File: src/rtl/uart_tx_arbiter.sv
// Arbitrates NREQ byte requesters onto one UART TX serializer; round robin when
// UART_TX_ARB_RR_EN is defined, fixed lowest-index priority otherwise.
// Latency: request sampled in IDLE at edge N -> gnt/tx_data_valid high in cycle N+1.
// Backpressure: no arbitration while tx_busy is high; one grant per frame, the
// next grant comes only after tx_busy has risen and fallen again.
module uart_tx_arbiter #(
    parameter int WIDTH = 8,
    parameter int NREQ  = 4
) (
    input  logic                  clk,
    input  logic                  rst,
    input  logic [NREQ-1:0]       req,
    input  logic [NREQ*WIDTH-1:0] req_data,
    input  logic                  tx_busy,
    output logic [NREQ-1:0]       gnt,
    output logic                  tx_data_valid,
    output logic [WIDTH-1:0]      tx_p_data,
    output logic [1:0]            active_id,
    output logic                  arb_busy
);

    // Sparse encoding so that any corrupted value is distinguishable and
    // falls into the recovery branch of the state machine.
    typedef enum logic [2:0] {
        IDLE       = 3'b000,
        ISSUE      = 3'b001,
        WAIT_START = 3'b010,
        WAIT_DONE  = 3'b100
    } state_t;

    state_t     state;
    logic       win_vld;
    logic [1:0] win_id;

`ifdef UART_TX_ARB_RR_EN
    // Index of the most recently granted requester; search begins one past it.
    logic [1:0] rr_ptr;

    // Round-robin winner: walk from rr_ptr+1 around the ring, first set bit wins.
    // Walking downward leaves the closest candidate as the final assignment.
    always_comb begin
        win_vld = 1'b0;
        win_id  = 2'd0;
        for (int k = NREQ; k >= 1; k--) begin
            if (req[(int'(rr_ptr) + k) % NREQ]) begin
                win_vld = 1'b1;
                win_id  = 2'((int'(rr_ptr) + k) % NREQ);
            end
        end
    end
`else
    // Fixed-priority winner: lowest requesting index wins.
    always_comb begin
        win_vld = 1'b0;
        win_id  = 2'd0;
        for (int i = NREQ - 1; i >= 0; i--) begin
            if (req[i]) begin
                win_vld = 1'b1;
                win_id  = 2'(i);
            end
        end
    end
`endif

    // Sequencer: all outputs are registered and change together with the state.
    always_ff @(posedge clk or negedge rst) begin
        if (!rst) begin
            state         <= IDLE;
            gnt           <= '0;
            tx_data_valid <= 1'b0;
            tx_p_data     <= '0;
            active_id     <= 2'd0;
            arb_busy      <= 1'b0;
`ifdef UART_TX_ARB_RR_EN
            rr_ptr        <= 2'(NREQ - 1);
`endif
        end else begin
            case (state)
                IDLE: begin
                    // A busy serializer blocks arbitration entirely.
                    if (win_vld && !tx_busy) begin
                        state         <= ISSUE;
                        tx_p_data     <= req_data[int'(win_id)*WIDTH +: WIDTH];
                        active_id     <= win_id;
                        gnt           <= NREQ'(1) << win_id;
                        tx_data_valid <= 1'b1;
                        arb_busy      <= 1'b1;
                    end
                end
                ISSUE: begin
                    // Strobe and grant last exactly this one cycle.
                    state         <= WAIT_START;
                    gnt           <= '0;
                    tx_data_valid <= 1'b0;
`ifdef UART_TX_ARB_RR_EN
                    rr_ptr        <= active_id;
`endif
                end
                WAIT_START: begin
                    if (tx_busy) begin
                        state <= WAIT_DONE;
                    end
                end
                WAIT_DONE: begin
                    // Return to IDLE only; the next grant needs a fresh IDLE cycle.
                    if (!tx_busy) begin
                        state    <= IDLE;
                        arb_busy <= 1'b0;
                    end
                end
                default: begin
                    state         <= IDLE;
                    gnt           <= '0;
                    tx_data_valid <= 1'b0;
                    arb_busy      <= 1'b0;
                end
            endcase
        end
    end

endmodule

File: config.mk
export PLATFORM = sky130hd
export DESIGN_NAME = uart_tx_arbiter
export DESIGN_NICKNAME = d
export VERILOG_FILES = /design/src/rtl/uart_tx_arbiter.sv
export SDC_FILE = /design/constraint.sdc
export NUM_CORES = 1
export LEC_CHECK = 0
export CAP_MARGIN = 5
export CORE_ASPECT_RATIO = 0.6
export CORE_MARGIN = 2
export CORE_UTILIZATION = 36
export CTS_CLUSTER_DIAMETER = 200
export DETAILED_ROUTE_END_ITERATION = 7
export PLACE_DENSITY = 0.75
export SKIP_LAST_GASP = 1
export SYNTH_ARGS = -nofsm -noshare
export SYNTH_HDL_FRONTEND = slang
export SYNTH_SLANG_ARGS = --single-unit
File: constraint.sdc
create_clock -name clk -period 1.9 [get_ports clk]
set_clock_uncertainty 0.1 [all_clocks]
set_input_delay 0.285 -clock clk [delete_from_list [all_inputs] [get_ports clk]]
set_output_delay 0.285 -clock clk [all_outputs]
set_load 0.05 [all_outputs]
==> impl_metrics.ini, run 1 <==
[setup_path]
cp_data_arrival_time_ns = 1.43
crit_buf_inv = 1
crit_chain = clkdlybuf4s50_1
end_kind = output port
slowest_stage = clkdlybuf4s50_1
r2r-start = state[2]$_DFFE_PN0P_
crit_cells = 1
crit_type = reg2out
crit_start = tx_p_data[5]$_DFFE_PN0P_
max_stage_delay_ns = 0.81
cp_top_family = buffers and inverters
cp_max_fo = 2
required_ns = 1.51
r2r_cells = 5
crit_path_start_kind = flip-flop

[pwr]
switching_share = 0.466
total_power_mw = 2.40
irDropWorstVdd_mv = 0.810
power_density_mw_per_mm2 = 1330
p_sw_mw = 1.12
clkPwrFrac = 0.118
p_leak_nw = 0.708
p_int_mw = 1.28
share_comb_of_total_power = 0.602
seq_power_share = 0.280

[clocking]
cts_buffers = 3
root_buffer = clkbuf_8
clock_sinks = 19
clkTransAtPathRegs_ns = 0.07
clk_latency_ns = 0.25
cts_buffer_depth = 2
cts_setup_buffers = 0
htree_num_levels = 1
cts_tree = done

[global_routing]
grt_pass1_wl_mm = 5.54
grt_max_degree = 22
grtUsageTotal = 0.202
antenna_found_initial = 0
grt_overflow_total = 0
grt_pass1_vias = 1123

[final_layout]
stdcell_count = 218
area_growth_pct = 59.8
antenna_cells = 0
final_cell_area_sq_mm = 0.00181
drive_gt1_frac = 0.193
fin_nets = 216
fillers = 247

[floorplanning]
start_util = 0.386
core_sq_mm = 0.00293
ioPinCount = 55
die_w_microns = 76.3
die_h_microns = 47.4
dieArea_sq_mm = 0.00362
num_rows = 15

[timing]
worst-slew-pin-transition_ns = 0.519
clock.fmax_ghz = 0.552
setup_ws_ns = 0.0890
hold_viol = 0
slew_violations = 0
period_minus_slack_ns = 1.81
min_period_over_period = 0.953
holdWs_ns = 0.270
rsz0062_at_grt = no
setup_viol = 0
relSlewSlack = 0.653

[placed_design]
dp.cells = 214
hpwl_mm = 2.54
placed_area_sq_mm = 0.00175
post-place-ws_ns = -0.258
io_buffers = 54
place_congestion = 0.816

[yosys]
yosysSeqAreaShare = 0.421
netlist_area_sq_mm = 0.00113
synth_cell_types = 31
ys_seq_elements = 19
synth_cells = 114
yosys_warnings = 0
syn_nets = 153
syn_area_per_cell_sq_um = 9.91

[routing]
viasPerCell = 5.18
drtAntennaViolNets = 0
drcViolationCount = 0
drtIter0Drc = 56
vias = 1130
first_pass_iters = 4
wire_per_inst_microns = 15.5
wl_mm = 3.38

[status]
status = completed

[job]
cap_violations = 0

[hold_path]
hp-class = in2async
synth_stat cells:
cell type	n	area (sq um)
a21boi_0	1	7.51
a21oi_1	10	50.1
a221oi_1	8	70.1
a22o_1	3	26.3
a32o_1	1	10.0
buf_1	2	7.51
buf_2	1	5.00
buf_6	2	22.5
clkbuf_1	5	18.8
clkdlybuf4s15_1	1	10.0
dfrtp_1	19	475
mux2_2	1	11.3
mux2i_1	1	10.0
nand2_1	1	3.75
nor2_1	10	37.5
nor2b_1	19	119
nor3_1	1	5.00
nor3_4	1	16.3
nor3b_1	1	7.51
nor4_1	1	6.26
nor4_2	1	12.5
nor4bb_1	1	10.0
o21a_1	9	67.6
o21ai_0	1	5.00
o221ai_1	7	61.3
o221ai_2	1	15.0
o22ai_1	1	6.26
o32a_2	1	11.3
or2_2	1	6.26
or3_1	1	6.26
xnor2_1	1	8.76
cell usage in the layout (no fill, tap or decap), types with 3 or more instances in the layout:
master,n
a21oi_1,10
dfrtp_1,19
nor2b_1,18
o221ai_1,7
nor2_1,10
a221oi_1,8
clkbuf_8,3
buf_4,23
clkdlybuf4s50_1,46
o21a_1,9
a22o_1,3
timing repair:
| action | 4_1_cts | 5_1_grt |
|---|---|---|
| hold buffers | 0 | 0 |
| endpoints found under the setup margin | 0 | 7 |
| resized for setup | 0 | 2 |
sequential cells by signal, indices dropped and copies added (netlist names):
signal and count:
state 3, tx_p_data 8, tx_data_valid 1, active_id 2, gnt 4, arb_busy 1
layer usage:
metal | vias to the layer above | part of all wire | GRT usage
li1 | 552 | - | -
met1 | 536 | 0.47 | 0.262
met2 | 42 | 0.46 | 0.349
met3 | 0 | 0.072 | 0.0731
met4 | 0 | 0 | 0.0218
met5 | - | 0 | 0
area by class of cell:
cell class	count	area (sq um)	share of cell area
clock buffers	4	45.0	0.0249
multi-input cells	84	599	0.332
flip-flops and latches	19	475	0.263
well taps	42	52.6	0.0291
repair buffers	69	633	0.351
power groups by stage:
stage / registers, mW / clock network, mW / logic, mW
6_report: 0.672 / 0.283 / 1.45
5_1_grt: 0.695 / 0.302 / 1.53
4_1_cts: 0.673 / 0.289 / 1.44
3_5_place_dp: 0.677 / 0 / 1.43
3_3_place_gp: 0.673 / 0 / 1.41
2_1_floorplan: 1.18 / 0 / 0.437
worst paths after layout:
path | to | slack (ns)
worst min register to register | tx_p_data[6]$_DFFE_PN0P_ | 0.39
worst max-delay path | tx_p_data[5] | 0.09
min in group clk | tx_p_data[6]$_DFFE_PN0P_ | 0.39
worst min-delay path | active_id[1]$_DFFE_PN0P_ | 0.27
max in group asynchronous | state[2]$_DFFE_PN0P_ | 1.22
worst max register to register | tx_p_data[6]$_DFFE_PN0P_ | 0.12
cell families (layout without fill, tap and decap cells):
logic type	count (synthesis)	after routing	share of synthesized area
AOI/OAI and AO/OA	43	43	0.292
xor gates and xnor gates	1	1	0.00775
buffers and inverters	11	73	0.0565
DFF	19	19	0.421
muxes	2	2	0.0188
and+or+nand+nor	38	38	0.204
stage by stage:
| step | TNS (ns) | utilization |
|---|---|---|
| 5_1_grt | 0 | 0.617 |
| 3_5_place_dp | -2.05 | 0.598 |
| 2_1_floorplan | 0 | - |
| 6_report | 0 | 0.617 |
| 4_1_cts | 0 | 0.614 |
| 3_3_place_gp | -2.11 | 0.598 |
Power figures use the tool's default switching activity.
==> run 2, diff against run 1 <==
--- a/config.mk
+++ b/config.mk
@@ -13,2 +13,3 @@
 export DETAILED_ROUTE_END_ITERATION = 7
+export GPL_ROUTABILITY_DRIVEN = 0
 export PLACE_DENSITY = 0.75
==> constraint.sdc (replaced) <==
create_clock -name clk -period 1.9 [get_ports clk]
set_clock_uncertainty 0.1 [all_clocks]
set_input_delay 0.38 -clock clk [delete_from_list [all_inputs] [get_ports clk]]
set_output_delay 0.38 -clock clk [all_outputs]
set_load 0.05 [all_outputs]
==> run 2 against run 1 <==
  * Worst setup slack got worse by 0.0048 ns
  * Core utilization increased by 0.56 points
  * Critical path depth increased by 6
  * Register-to-register slack improved by 0.02 ns
  * Cell count increased by 1.4%
  * Cell area increased by 0.90%
  * Non-clock buffer count increased by 3
  * Critical path type is now in2reg
  * Critical endpoint is now tx_p_data[6]$_DFFE_PN0P_
  * Largest cell class unchanged
  * Highest routed layer is now met4
==> impl_metrics.ini, run 2 (same netlist as run 1, synthesis figures left out) <==
[status]
status = completed

[global_routing]
grt_pass1_vias = 1175
grt_max_degree = 22
grtUsageTotal = 0.202
antenna_found_initial = 0
grt_overflow_total = 0
grt_pass1_wl_mm = 5.47

[routing]
viasPerCell = 5.37
drcViolationCount = 0
first_pass_iters = 4
drtAntennaViolNets = 0
vias = 1186
wire_per_inst_microns = 16.0
wl_mm = 3.54
drtIter0Drc = 63

[timing]
period_minus_slack_ns = 1.82
worst-slew-pin-transition_ns = 0.414
setup_ws_ns = 0.0842
relSlewSlack = 0.723
setup_viol = 0
slew_violations = 0
clock.fmax_ghz = 0.551
min_period_over_period = 0.956
hold_viol = 0
holdWs_ns = 0.352

[placed_design]
io_buffers = 54
dp.cells = 216
hpwl_mm = 2.64
post-place-ws_ns = -0.342
placed_area_sq_mm = 0.00175

[final_layout]
largest_register = tx_p_data
multiInputGateArea_sq_um = 604
final_cell_area_sq_mm = 0.00182
final_common_cell = clkdlybuf4s50_1
final_cell_mix = clkdlybuf4s50_1 (36), buf_4 (33), dfrtp_1 (19)
seqCellArea_sq_um = 475
antenna_cells = 0
stdcell_count = 221
fin_nets = 219
reg.largest.list = tx_p_data (8), gnt (4), state (3)
fillers = 252
largest_register_ffs = 8
drive_gt1_frac = 0.257
area_growth_pct = 61.2

[setup_path]
end_kind = flip-flop
slowest_stage = clkdlybuf4s50_1
crit_path_start_kind = input pin
max_stage_delay_ns = 0.51
crit_top_cell = buf_4
r2r_slack_ns = 0.14
crit_buf_inv = 3
cp_top_family = buffers and inverters
cp_max_fo = 6
crit_chain = clkdlybuf4s50_1 -> nor4_2 -> buf_4 -> nor3_4 -> buf_4 -> o221ai_1 -> o21a_1
cp_data_arrival_time_ns = 1.87
required_ns = 1.95
crit_type = in2reg

[clocking]
clkTransAtPathRegs_ns = 0.08
clock_sinks = 19
clk_latency_ns = 0.26
holdBufCountCts = 0
cts_tree = done
cts_buffers = 3
root_buffer = clkbuf_8
cts_buffer_depth = 2
htree_num_levels = 1

[floorplanning]
dieArea_sq_mm = 0.00362
die_h_microns = 47.4
die_w_microns = 76.3
core_sq_mm = 0.00293
ioPinCount = 55
start_util = 0.386
num_rows = 15

[hold_path]
hp-class = in2async

[pwr]
p_leak_nw = 0.749
total_power_mw = 2.44
power_density_mw_per_mm2 = 1340
irDropWorstVdd_mv = 0.785

[job]
cap_violations = 0
[run 2: cell types whose count changed in the layout (fill, tap and decap cells not counted)]
cell,delta
buf_4,+10
buf_6,+1
clkdlybuf4s50_1,-10
or3_4,+1
or3_1,-1
dlymetal6s2s_1,+2
[run 2: power by group]
part / total, mW / internal [mW] / switching (mW)
clock: 0.291 / 0.149 / 0.142
combinational: 1.47 / 0.571 / 0.896
sequential: 0.679 / 0.572 / 0.107
[run 2: timing repair]
action,in CTS,in global routing
buffers inserted,0,1
pin swaps,0,1
endpoints found under the setup margin,8,9
gates resized for setup,1,5
endpoints found under the hold margin,0,0
cloned,0,0
[run 2: cell type report]
cell class,count,share of cell area
clock buffers,4,0.0247
multi-input cells,84,0.332
repair buffers,72,0.354
flip-flops and latches,19,0.261
well taps,42,0.0288
[run 2: final timing paths]
path | startpoint | endpoint | cells after the start
hold reg to reg | tx_p_data[0]$_DFFE_PN0P_ | tx_p_data[0]$_DFFE_PN0P_ | 1
setup reg to reg | state[2]$_DFFE_PN0P_ | tx_p_data[6]$_DFFE_PN0P_ | 5
hold / removal | rst | tx_p_data[3]$_DFFE_PN0P_ | 2
setup / recovery | req[0] | tx_p_data[6]$_DFFE_PN0P_ | 7
max in group asynchronous | rst | gnt[1]$_DFFE_PN0P_ | 2
min in group clk | tx_p_data[0]$_DFFE_PN0P_ | tx_p_data[0]$_DFFE_PN0P_ | 1
[run 2: per-stage QoR]
| stage | utilization | TNS [ns] |
|---|---|---|
| 4_1_cts | 0.613 | 0 |
| 6_report | 0.622 | 0 |
| 5_1_grt | 0.622 | -0.0000107 |
| 3_5_place_dp | 0.597 | -3.56 |
| 3_3_place_gp | 0.597 | -3.19 |
| 2_1_floorplan | - | 0 |
[run 2: layer usage]
| layer | part of all wire | GRT usage |
|---|---|---|
| met5 | 0 | 0 |
| met4 | 0.016 | 0.0618 |
| met3 | 0.080 | 0.0750 |
| met2 | 0.46 | 0.349 |
| met1 | 0.44 | 0.246 |
==> run 3, diff against run 2 <==
Settings changed: CORE_UTILIZATION 36 to 37, CTS_BUF_LIST set to sky130_fd_sc_hd__clkbuf_4 sky130_fd_sc_hd__clkbuf_8, PLACE_DENSITY 0.75 to 0.77.
==> run 3 against run 2 <==
  * Critical path type unchanged
  * Wire length is 0.96% lower
  * Global-route usage is 0.38 points higher
  * Register-to-register slack better by 0.04 ns
  * Sequential power hardly changed
  * Maximum frequency is 1.2% lower
==> impl_metrics.ini, run 3 (same netlist as run 1, synthesis figures left out) <==
[clocking]
cts_buffers = 3
cts_tree = done
cts_buffer_depth = 2
clk_latency_ns = 0.25
clkTransAtPathRegs_ns = 0.07
holdBufCountCts = 0
clock_sinks = 19
htree_num_levels = 1
root_buffer = clkbuf_8

[global_routing]
grt_pass1_vias = 1101
antenna_found_initial = 0
grt_max_degree = 22
grt_pass1_wl_mm = 5.22
grtUsageTotal = 0.206
grt_overflow_total = 0

[setup_path]
crit_type = in2reg
cp_max_fo = 9
cp_data_arrival_time_ns = 1.93
end_kind = flip-flop
required_ns = 1.99
crit_path_start_kind = input pin

[routing]
drcViolationCount = 0
wl_mm = 3.50
drtAntennaViolNets = 0
drtIter0Drc = 64
vias = 1182
first_pass_iters = 4
wire_per_inst_microns = 15.9
viasPerCell = 5.37

[pwr]
p_leak_nw = 0.735
power_density_mw_per_mm2 = 1350
irDropWorstVdd_mv = 0.903

[floorplanning]
dieArea_sq_mm = 0.00353
ioPinCount = 55
core_sq_mm = 0.00289
die_w_microns = 75.3
die_h_microns = 46.8
num_rows = 15
start_util = 0.391

[timing]
rsz0062_at_grt = no
hold_viol = 0
worst-slew-pin-transition_ns = 0.486
setup_tns_ns = 0
min_period_over_period = 0.968
period_minus_slack_ns = 1.84
setup_ws_ns = 0.0616
slew_violations = 0
holdWs_ns = 0.349
relSlewSlack = 0.675
clock.fmax_ghz = 0.544
setup_viol = 0

[final_layout]
fin_nets = 218
largest_register = tx_p_data
antenna_cells = 0
post-route-util = 0.623
drive_gt1_frac = 0.247
final_common_cell = clkdlybuf4s50_1
area_growth_pct = 59.4
fillers = 270
reg.largest.list = tx_p_data (8), gnt (4), state (3)
largest_register_ffs = 8
multiInputGateArea_sq_um = 593
seqCellArea_sq_um = 475
final_cell_mix = clkdlybuf4s50_1 (37), buf_4 (33), dfrtp_1 (19)

[job]
cap_violations = 0

[placed_design]
hpwl_mm = 2.67
post-place-ws_ns = -0.387
io_buffers = 54

[hold_path]
hp-class = in2async

[status]
status = completed
## run 3: report_power, final
group / switching, mW / internal (mW) / leakage [nW]
combinational: 0.884 / 0.564 / 0.483
clock: 0.133 / 0.163 / 0.0262
sequential: 0.107 / 0.572 / 0.226
total: 1.12 / 1.30 / 0.735
## run 3: cell type report
type	count	area share
repair buffers	71	0.350
multi-input cells	84	0.329
flip-flops and latches	19	0.264
well taps	42	0.0292
clock buffers	4	0.0271
## run 3: layer usage
metal	part of all wire	vias up	wire, microns	global-route usage
met2	0.46	51	1610	0.343
met5	0	-	0	0
met4	0.0060	0	21	0.0526
li1	-	562	-	-
met1	0.46	567	1600	0.275
met3	0.076	2	267	0.0515
## run 3: final timing paths
| path | startpoint | endpoint | slack [ns] | cells after the start |
|---|---|---|---|---|
| max | req[2] | tx_p_data[7]$_DFFE_PN0P_ | 0.06 | 5 |
| min | rst | gnt[2]$_DFFE_PN0P_ | 0.35 | 2 |
| max reg2reg | state[2]$_DFFE_PN0P_ | tx_p_data[5]$_DFFE_PN0P_ | 0.18 | 5 |
| min reg2reg | tx_p_data[6]$_DFFE_PN0P_ | tx_p_data[6]$_DFFE_PN0P_ | 0.40 | 1 |
| max in group asynchronous | rst | tx_p_data[3]$_DFFE_PN0P_ | 1.14 | 2 |
| min in group clk | tx_p_data[6]$_DFFE_PN0P_ | tx_p_data[6]$_DFFE_PN0P_ | 0.40 | 1 |
## run 3: worst max-delay path: stages
cell and delay, ns:
clkdlybuf4s50_1 0.55, nor2b_2 0.47, a221oi_1 0.16, o221ai_1 0.22
o21a_1 0.15
## run 3: per-stage QoR
stage | total power [mW] | cells | area, sq um
2_1_floorplan | 1.61 | 114 | 1130
3_3_place_gp | 2.10 | 216 | 1750
3_5_place_dp | 2.14 | 216 | 1750
4_1_cts | 2.44 | 220 | 1800
5_1_grt | 2.55 | 220 | 1800
6_report | 2.42 | 220 | 1800
## run 3: repair_timing
item | CTS | global route
gates resized for setup | 1 | 1
setup endpoints to repair | 8 | 1
setup buffers | 0 | 0
pin swaps | 0 | 0
